[src/rtl/led_afterglow.sv]
// Three-channel LED afterglow: a lit pattern bit snaps its channel to full brightness,
// which then fades in DECAY_STEP decrements and is rendered as gain-scaled 256-cycle PWM.
module led_afterglow #(
  parameter logic [31:0] DECAY_TICKS = 32'd400_000,
  parameter logic [7:0]  DECAY_STEP  = 8'd8
) (
  input  logic       clk,
  input  logic       rst,
  input  logic       en,
  input  logic [2:0] pattern_in,
  input  logic [7:0] gain,
  output logic [2:0] led_out,
  output logic       all_dark
);

  localparam int unsigned NCH    = 3;
  localparam int unsigned LVL_W  = 8;
  localparam int unsigned PWM_W  = 8;
  localparam int unsigned CNT_W  = 32;
  localparam int unsigned PROD_W = 16;

  localparam logic [CNT_W-1:0] TICK_LAST = DECAY_TICKS - 32'd1;
  localparam logic [LVL_W-1:0] LVL_FULL  = 8'hFF;

  logic [NCH-1:0]                pattern_q;
  logic [CNT_W-1:0]              decay_cnt_q, decay_cnt_d;
  logic                          decay_tick;
  logic [PWM_W-1:0]              pwm_cnt_q, pwm_cnt_d;
  logic [NCH-1:0][LVL_W-1:0]     level_q, level_d;
  logic [PROD_W-1:0]             gain_p1;
  logic [NCH-1:0][PROD_W-1:0]    prod;
  logic [NCH-1:0][LVL_W-1:0]     duty;
  logic [NCH-1:0]                led_out_q, led_out_d;
  logic                          all_dark_q, all_dark_d;

  // Decay timebase and PWM ramp; both restart from zero whenever the block is disabled.
  always_comb begin
    decay_tick  = (decay_cnt_q == TICK_LAST);
    decay_cnt_d = decay_tick ? '0 : decay_cnt_q + 32'd1;
    pwm_cnt_d   = pwm_cnt_q + 8'd1;
    if (!en) begin
      decay_cnt_d = '0;
      pwm_cnt_d   = '0;
    end
  end

  // Per-channel level: disable clears, pattern reload beats decay, decay saturates at 0.
  always_comb begin
    level_d = level_q;
    for (int unsigned i = 0; i < NCH; i++) begin
      if (!en) begin
        level_d[i] = '0;
      end else if (pattern_q[i]) begin
        level_d[i] = LVL_FULL;
      end else if (decay_tick) begin
        level_d[i] = (level_q[i] > DECAY_STEP) ? level_q[i] - DECAY_STEP : '0;
      end
    end
  end

  // gain+1 makes 255 an exact unity scale; the top byte of the product is the duty.
  always_comb begin
    gain_p1 = {8'd0, gain} + 16'd1;
    for (int unsigned i = 0; i < NCH; i++) begin
      prod[i] = {8'd0, level_q[i]} * gain_p1;
      duty[i] = prod[i][PROD_W-1:LVL_W];
    end
  end

  always_comb begin
    led_out_d  = '0;
    all_dark_d = 1'b1;
    if (en) begin
      for (int unsigned i = 0; i < NCH; i++) begin
        led_out_d[i] = (pwm_cnt_q < duty[i]);
      end
      all_dark_d = ((level_q[0] | level_q[1] | level_q[2]) == 8'd0);
    end
  end

  always_ff @(posedge clk or posedge rst) begin
    if (rst) begin
      pattern_q   <= '0;
      decay_cnt_q <= '0;
      pwm_cnt_q   <= '0;
      level_q     <= '0;
      led_out_q   <= '0;
      all_dark_q  <= 1'b1;
    end else begin
      pattern_q   <= pattern_in;
      decay_cnt_q <= decay_cnt_d;
      pwm_cnt_q   <= pwm_cnt_d;
      level_q     <= level_d;
      led_out_q   <= led_out_d;
      all_dark_q  <= all_dark_d;
    end
  end

  assign led_out  = led_out_q;
  assign all_dark = all_dark_q;

endmodule

[config.mk]
export PLATFORM = sky130hd
export DESIGN_NAME = led_afterglow
export DESIGN_NICKNAME = d
export VERILOG_FILES = /design/src/rtl/led_afterglow.sv
export SDC_FILE = /design/constraint.sdc
export NUM_CORES = 1
export LEC_CHECK = 0
export ABC_CLOCK_PERIOD_IN_PS = 5640
export CAP_MARGIN = 10
export CORE_ASPECT_RATIO = 1.75
export CORE_MARGIN = 8
export CORE_UTILIZATION = 28
export CTS_BUF_LIST = sky130_fd_sc_hd__clkbuf_2
export DETAILED_ROUTE_END_ITERATION = 12
export GPL_TIMING_DRIVEN = 0
export MAX_ROUTING_LAYER = met4
export PLACE_DENSITY = 0.4
export SLEW_MARGIN = 20
export SYNTH_ARGS = -nofsm -noshare
export SYNTH_HDL_FRONTEND = slang
export SYNTH_SLANG_ARGS = --single-unit
[constraint.sdc]
create_clock -name clk -period 5.64 [get_ports clk]
set_input_delay 1.128 -clock clk [delete_from_list [all_inputs] [get_ports clk]]
set_output_delay 1.128 -clock clk [all_outputs]
set_load 0.03 [all_outputs]
* Word-level counts from Yosys, hierarchy flattened
Index checks and enable logic that the tools add are counted.
** Word-level totals
- Bits in registers :: 71
- Bits of input ports :: 14
- Output and inout port bits :: 4
- Logic and storage cells :: 47
** Cells by class
- $add $sub $neg :: 6
- Multiply operators :: 3
- Magnitude comparators :: 6
- Eq/ne operators :: 4
- Mux-type cells :: 17
- Bitwise logic cells :: 2
- Reduce and logical (&&, ||, !) cells :: 1
** Operators with widths (number)
- 8-bit two-way mux :: 13
- 32-bit two-way mux :: 2
- 8-bit by 9-bit multiplier with 16-bit output :: 3
- 32-bit by 1-bit adder with 32-bit output, second input constant :: 1
- 32-bit by 19-bit equality test with 1-bit output, second input constant :: 1
- 8-bit by 4-bit greater-than comparator with 1-bit output, second input constant :: 3
- 8-bit < comparator :: 3
- 8-bit by 4-bit subtractor with 8-bit output, second input constant :: 3
- 8-bit bitwise OR :: 2
- 8-bit by 1-bit adder with 9-bit output, second input constant :: 1
- 3-bit by 1-bit inequality test with 1-bit output, second input constant :: 3
- 8-bit by 1-bit adder with 8-bit output, second input constant :: 1
- 8-bit logical NOT :: 1
- 3-bit two-way mux :: 1
- 1-bit two-way mux :: 1

* Depth between registers and ports, before layout
Gate-level depths: netlist (run 1).
- Depth after elaboration :: 5
- Mapped depth :: 27
- Mapped depth without buffers :: 25

* Least setup slack after synthesis (run 1)
OpenSTA, ideal clock, no wires.
- Path kind :: input to register
- Start :: input port gain[0]
- End :: register led_out_q[0], in the netlist led_out[0]
- Setup time :: 0.083 ns
- Data arrival time :: 6.696 ns
- Data required time :: 5.557 ns
- Path slack :: -1.139 ns
- Cell stages on the path :: 26
- Path buffers :: 1
- Path through :: ha_1 -> nand3_1 -> nor2_1 -> xor2_1 -> clkbuf_1 -> nand2_1 -> fa_1 -> inv_1 -> fa_1 -> fa_1 -> inv_1 -> fa_1 -> inv_1 -> ha_1 -> a21oi_1 -> nand2b_1 -> nor4_1 -> o31ai_1 -> a21oi_1 -> xor2_1 -> ha_1 -> a21oi_1 -> o22ai_1 -> nor3_1 -> nand2_1 -> o21ai_0
** On the way
- Cells in the longest elaborated chain, start to end :: 4
** RTL lines
- start: declaration :: RTL line 11 : input logic [7:0] gain,
- 8-bit by 1-bit adder with 9-bit output :: RTL line 63 : gain_p1 = {8'd0, gain} + 16'd1;
- 8-bit by 9-bit multiplier with 16-bit output :: RTL line 65 : prod[i] = {8'd0, level_q[i]} * gain_p1;
- 8-bit < comparator :: RTL line 75 : led_out_d[i] = (pwm_cnt_q < duty[i]);
- 3-bit two-way mux :: RTL line 73 : if (en) begin
- named net led_out_d[0] :: RTL line 33 : logic [NCH-1:0] led_out_q, led_out_d;
- end signal: assignment :: RTL line 94 : led_out_q <= led_out_d;
- end: declaration :: RTL line 33
The timed path passes the listed nets, and every way through them passes these cells.
A chain may end at the register's enable or synchronous reset.

* Final worst setup path (run 1)
- Start :: input port gain[0]
- End :: register led_out_q[2], in the netlist led_out[2]
Same word-level chain as after synthesis.

==> impl_metrics.csv, run 1 <==
group,metric,value,unit
synth,async_reset_ff_frac,1.00,
floorplan,io_pins,18,
route,firstDrtPassIters,4,
sta,fmax,162,MHz
power_and_ir_drop,clockPowerShare,0.093,
synth,synth_nets,1331,
power_and_ir_drop,power_switching,1.42,mW
setup_path,worst_ep_arrival_time,6.64,ns
clock_tree,insertion_delay,0.59,ns
clock_tree,htreeDepth,3,
cells_and_area,area_growth,22.1,%
power_and_ir_drop,comb_power_share,0.737,
sta,whs,0.547,ns
status,failed_checks,"setup timing",
floorplan,die-width,157,um
floorplan,initial_core_util,0.283,
clock_tree,cts_buffer_depth,2,
clock_tree,clock_sinks,65,
floorplan,placementRows,90,
power_and_ir_drop,swShare,0.460,
route,drt-vias-per-instance,4.64,
placement,dp.cells,1551,
clock_tree,clkSlewWorstSetupHoldPaths,0.20,ns
hold_path,min_path_type,"reg2reg",
power_and_ir_drop,cellLeakagePower,5.68,nW
job,cap_violations,0,
clock_tree,cts_buffers,9,
global_routing,grt_max_degree,34,
clock_tree,cts_root_buf,"clkbuf_2",
sta,setup_ws,-0.514,ns
sta,setup-tns-final,-1.42,ns
global_routing,antenna_found_initial,1,
sta,min_period,6.15,ns
power_and_ir_drop,p_per_area,262,nW/um^2
route,drc,0,
placement,place.port_buffers,16,
synth,ys_warn_count,0,
cells_and_area,nets,1418,
setup_path,critPathLaunchType,"primary input",
cells_and_area,final_core_util,0.345,
synth,synth-edff-count,0,
sta,relSlewSlack,0.415,
clock_tree,postCtsHoldBufs,0,
synth,synthCells,1074,
synth,syn_area,9680,sq um
power_and_ir_drop,pwr-share-seq,0.169,
route,ant_nets,0,
synth,ys_seq_elements,65,
global_routing,grt_pass1_wl,46100,um
route,totalWireLength,28400,um
power_and_ir_drop,peakVddDrop,0.151,mV
synth,synthFlopType,"dfrtp_1",
placement,hpwl,22900,um
global_routing,track_usage,0.153,
sta,setup_viol,3,
status,status,"finished with violations",
setup_path,worstPathMaxFanout,4,
cells_and_area,layout-drive-gt1-share,0.172,
sta,hold_viol,0,
setup_path,cp-end-kind,"flip-flop",
floorplan,die_y,262,um
route,via_count,7553,
sta,tightest_slew,0.870,ns
global_routing,grt_pass1_vias,8469,
synth,synth-seq-area-share,0.168,
sta,skew,0.0379,ns
synth,syn_area_per_cell,9.01,sq um
route,drt_iter0_drc,280,
floorplan,die-area,41000,sq um
power_and_ir_drop,p_int,1.67,mW
cells_and_area,fillCellCount,3630,
sta,drv_slew,0,
sta,fin_crit_sh,1.09,
global_routing,gr-total-overflow,0,
floorplan,core,34200,sq um
placement,place.gp.congestion,0.774,
setup_path,worstSetupPathType,"in2reg",
synth,ys_types,57,
clock_tree,cts_tree,"built",
route,wl_per_cell,17.5,um
cells_and_area,fin_cells,1627,
setup_path,crit_required,6.12,ns
sta,rsz0062_at_grt,"true",
## registers in the layout (all words and copies together) (netlist names)
signal       flops
pwm_cnt_q        8
all_dark         1
level_q         18
decay_cnt_q     32
led_out          3
pattern_q        3
## cell usage after synthesis, types with 14 or more instances
library cell,n,share of area
a21oi_1,33,0.017
and2_1,51,0.033
clkbuf_1,37,0.014
dfrtp_1,64,0.17
fa_1,114,0.24
ha_1,129,0.17
inv_1,170,0.066
nand2_1,79,0.031
nand2b_1,17,0.011
nand3_1,24,0.012
nor2_1,72,0.028
nor2b_1,38,0.025
nor3_1,16,0.0083
o21ai_0,14,0.0072
xnor2_1,34,0.031
xor2_1,42,0.038
## repair_timing
item                                    4_1_cts  5_1_grt
pin swaps                                    66       55
setup buffers                                44       17
endpoints found under the setup margin        3        3
gates resized for setup                     119       35
## per-stage QoR
stage | area [sq um] | worst slack (ns) | power (mW)
finish | 11800 | -0.514 | 3.09
detailed placement | 10700 | -2.49 | 2.56
global route | 11800 | -0.702 | 3.49
global placement | 10700 | -2.50 | 2.55
CTS | 11600 | -0.435 | 3.11
floorplan | 9940 | -0.584 | 2.07
## power groups by stage
stage / registers (mW) / logic, mW / clock network, mW
after global routing: 0.529 / 2.63 / 0.324
after floorplan: 0.540 / 1.53 / 0
after CTS: 0.524 / 2.28 / 0.310
after global placement: 0.532 / 2.02 / 0
after detailed placement: 0.532 / 2.03 / 0
final: 0.524 / 2.28 / 0.289
## cell usage in the layout (no fill, tap or decap), types with 9 or more instances in the layout
master	n
nand2_1	72
dfrtp_1	64
clkbuf_2	14
and2_1	48
nor2_1	69
o21a_1	9
xor2_1	37
clkbuf_1	21
o21ai_0	9
buf_4	51
inv_1	155
a21oi_1	26
nor2b_1	32
nor3_1	14
xnor2_1	32
inv_2	14
a31oi_1	10
nand2b_1	15
ha_1	119
fa_1	112
nand3_1	20
## critical path, cell delays in order
cell and delay, ns:
buf_8 0.09, ha_4 0.14, nand3_4 0.11, nor2_4 0.14, buf_6 0.13, xor2_4 0.17
clkbuf_16 0.18, nand2_8 0.05, fa_1 0.52, inv_2 0.04, fa_1 0.48, fa_1 0.52
inv_2 0.04, fa_1 0.51, inv_2 0.04, ha_4 0.22, a21oi_4 0.19, nand2b_4 0.07
nor4_4 0.39, o31ai_2 0.14, a21oi_1 0.17, xor2_1 0.18, ha_1 0.27, nand3_1 0.13
o22ai_2 0.09, nor3_2 0.18, nand2_1 0.11, o21ai_4 0.18
## final cells by class
type / count / area [sq um] / share of cell area
flip-flops and latches: 65 / 1630 / 0.138
diodes: 1 / 2.50 / 0.000212
well taps: 460 / 576 / 0.0487
clock inverters: 6 / 58.8 / 0.00498
plain buffers: 38 / 283 / 0.0239
multi-input cells: 799 / 7870 / 0.666
repair buffers: 77 / 702 / 0.0594
clock buffers: 10 / 50.0 / 0.00424
inverters: 171 / 644 / 0.0545
## cells by family after synthesis
logic type                 synth area share
AOI/OAI and AO/OA                    0.0804
xor gates and xnor gates             0.0688
adders and majority gates             0.403
buffers and inverters                0.0817
DFF                                   0.168
muxes                               0.00207
and+or+nand+nor                       0.196
## layer usage
metal  share of wire  vias up  GRT usage
li1                -     3643          -
met4           0.034        0     0.0614
met1            0.36     3810      0.148
met2            0.60       68      0.305
met5               0        -          -
met3           0.013       32     0.0119
## worst paths after layout
| kind | endpoint | from | slack [ns] | cells past startpoint |
|---|---|---|---|---|
| min in group asynchronous | decay_cnt_q[14] | rst | 0.88 | 2 |
| hold reg to reg | decay_cnt_q[0] | decay_cnt_q[0] | 0.55 | 1 |
| max in group asynchronous | all_dark | rst | 4.13 | 3 |
| hold / removal | decay_cnt_q[0] | decay_cnt_q[0] | 0.55 | 1 |
| setup / recovery | led_out[2] | gain[0] | -0.51 | 28 |
| setup reg to reg | led_out[1] | level_q[11] | -0.23 | 21 |
Note: power is estimated with default switching activity, not from simulation.
==> run 2: changes to the inputs <==
- GPL_ROUTABILITY_DRIVEN: not set -> 0
==> results of run 2 <==
The final DEF is identical to that of run 1; final timing and power are the same.
==> run 3: changes to the inputs <==
- CTS_BUF_LIST: sky130_fd_sc_hd__clkbuf_2 -> sky130_fd_sc_hd__clkbuf_8 sky130_fd_sc_hd__clkbuf_16
- SETUP_SLACK_MARGIN: not set -> 0.5
==> impl_metrics.csv, run 3 (synthesis results as in run 1) <==
group,metric,value,unit
power_and_ir_drop,p_int,1.92,mW
sta,tightest_slew,0.893,ns
job,cap_violations,0,
route,wl_per_cell,17.6,um
route,drc,0,
route,ant_nets,0,
setup_path,r2r_setup_slack,-0.43,ns
global_routing,antenna_found_initial,0,
global_routing,grt_max_degree,34,
cells_and_area,final_common_cell,"inv_1",
sta,hold_viol,0,
clock_tree,postCtsHoldBufs,0,
placement,dpl_cell_area,10700,sq um
clock_tree,clock_sinks,65,
placement,hpwl,22900,um
sta,whs,0.534,ns
setup_path,rr_startpoint,"level_q[17]",
setup_path,cp_num_buf_inv,7,
cells_and_area,fillCellCount,3612,
clock_tree,cts_buffers,9,
clock_tree,htreeDepth,3,
clock_tree,cts_root_buf,"clkbuf_16",
setup_path,reg2regPathDepth,22,
setup_path,cp_top_family,"adder cells",
global_routing,grt_pass1_wl,46100,um
floorplan,die-area,41000,sq um
setup_path,worstPathMaxFanout,4,
power_and_ir_drop,clockPowerShare,0.161,
setup_path,r2r_end,"led_out[2]",
floorplan,initial_core_util,0.283,
sta,setup_viol,3,
sta,fmax,156,MHz
power_and_ir_drop,p_per_area,282,nW/um^2
floorplan,core,34200,sq um
floorplan,placementRows,90,
route,firstDrtPassIters,4,
cells_and_area,multi_input_area,7940,sq um
sta,min_period,6.39,ns
power_and_ir_drop,swShare,0.435,
route,totalWireLength,28600,um
power_and_ir_drop,comb_power_share,0.685,
placement,dp_slack,-2.49,ns
hold_path,min_from,"decay_cnt_q[0]",
route,drt_iter0_drc,282,
cells_and_area,nets,1418,
status,status,"finished with violations",
setup_path,critPathSlowestCell,"fa_1",
cells_and_area,layout-drive-gt1-share,0.170,
setup_path,critPathLaunchType,"primary input",
status,failed_checks,"setup timing",
global_routing,track_usage,0.153,
setup_path,worst_ep_arrival_time,6.64,ns
cells_and_area,largest_register,"decay_cnt_q",
power_and_ir_drop,power_switching,1.48,mW
cells_and_area,biggestRegsByFlops,"decay_cnt_q x32, level_q x18, pwm_cnt_q x8",
floorplan,die-width,157,um
power_and_ir_drop,pwr-share-seq,0.154,
global_routing,grt_pass1_vias,8447,
setup_path,worstSetupPathType,"in2reg",
clock_tree,insertion_delay,0.35,ns
sta,relSlewSlack,0.399,
setup_path,crit_top_cell,"fa_1",
placement,place.port_buffers,16,
cells_and_area,largest_reg_flops,32,
cells_and_area,register_area,1630,sq um
placement,dp.cells,1551,
hold_path,min_path_type,"reg2reg",
clock_tree,cts_buffer_depth,2,
hold_path,whs_endpoint,"decay_cnt_q[0]",
sta,skew,0.00976,ns
sta,rsz0062_at_grt,"true",
clock_tree,clkSlewWorstSetupHoldPaths,0.06,ns
cells_and_area,area_growth,24.7,%
sta,setup_ws,-0.752,ns
setup_path,cpPeakStageDelay,0.57,ns
cells_and_area,final_cell_mix,"159 x inv_1, 119 x ha_1, 111 x fa_1, 72 x nand2_1, 69 x nor2_1",
setup_path,cp-end-kind,"flip-flop",
route,drt-vias-per-instance,4.64,
clock_tree,cts_tree,"built",
sta,drv_slew,0,
floorplan,die_y,262,um
sta,fin_crit_sh,1.13,
setup_path,crit_required,5.89,ns
power_and_ir_drop,cellLeakagePower,5.76,nW
route,via_count,7543,
cells_and_area,num_antenna_cells,0,
cells_and_area,fin_cells,1626,
power_and_ir_drop,peakVddDrop,0.202,mV
cells_and_area,final_cell_area,12100,sq um
global_routing,gr-total-overflow,0,
hold_path,hold_depth,1,
floorplan,io_pins,18,
-- run 3: changes by cell type in the layout (fill, tap and decap cells not counted), moves of 2 or more --
cell,change
inv_2,-3
and2_1,+2
clkbuf_2,-13
buf_6,-3
inv_1,+4
o31ai_1,-3
and2_4,-2
clkbuf_1,+4
clkbuf_16,+10
o31ai_4,+2
-- run 3: how the worst max path moves through the flow --
stage | startpoint | to | slack [ns] | depth (start not counted)
finish | gain[0] | led_out[2] | -0.75 | 29
global route | gain[0] | led_out[0] | -1.04 | 30
CTS | gain[1] | led_out[2] | -0.75 | 28
detailed placement | gain[0] | led_out[2] | -2.49 | 25
global placement | gain[0] | led_out[2] | -2.50 | 25
floorplan | gain[0] | led_out[0] | -0.58 | 26
-- run 3: per-stage QoR --
step	setup TNS [ns]	total power [mW]	util
final	-2.19	3.40	0.352
after global routing	-3.03	3.80	0.352
after CTS	-2.16	3.37	0.343
after detailed placement	-7.07	2.56	0.313
after global placement	-7.09	2.55	0.312
after floorplan	-1.73	2.07	-
-- run 3: final cells by class --
cell class | instances | area share
buffer | 39 | 0.0229
clock buffer | 9 | 0.0187
clock inverter | 7 | 0.00519
inverter | 171 | 0.0534
multi-input combinational | 799 | 0.658
sequential | 65 | 0.135
tap | 460 | 0.0477
timing repair buffer | 76 | 0.0592
-- run 3: power groups by stage --
stage               Combinational [mW]  Sequential, mW  Clock [mW]
floorplan                         1.53           0.540           0
global placement                  2.02           0.532           0
detailed placement                2.03           0.532           0
CTS                               2.27           0.524       0.574
global route                      2.69           0.527       0.590
finish                            2.33           0.523       0.549
-- run 3: timing repair --
item	CTS	global route
buffers inserted	43	15
pin swaps	67	55
resized for setup	114	37
gates cloned	0	1
setup endpoints to repair	3	3
-- run 3: layer usage --
layer	part of all wire	global-route usage	wire length, um
met1	0.36	0.149	10300
met2	0.60	0.305	17100
met3	0.010	0.0119	286
met4	0.032	0.0558	907
met5	0	-	0
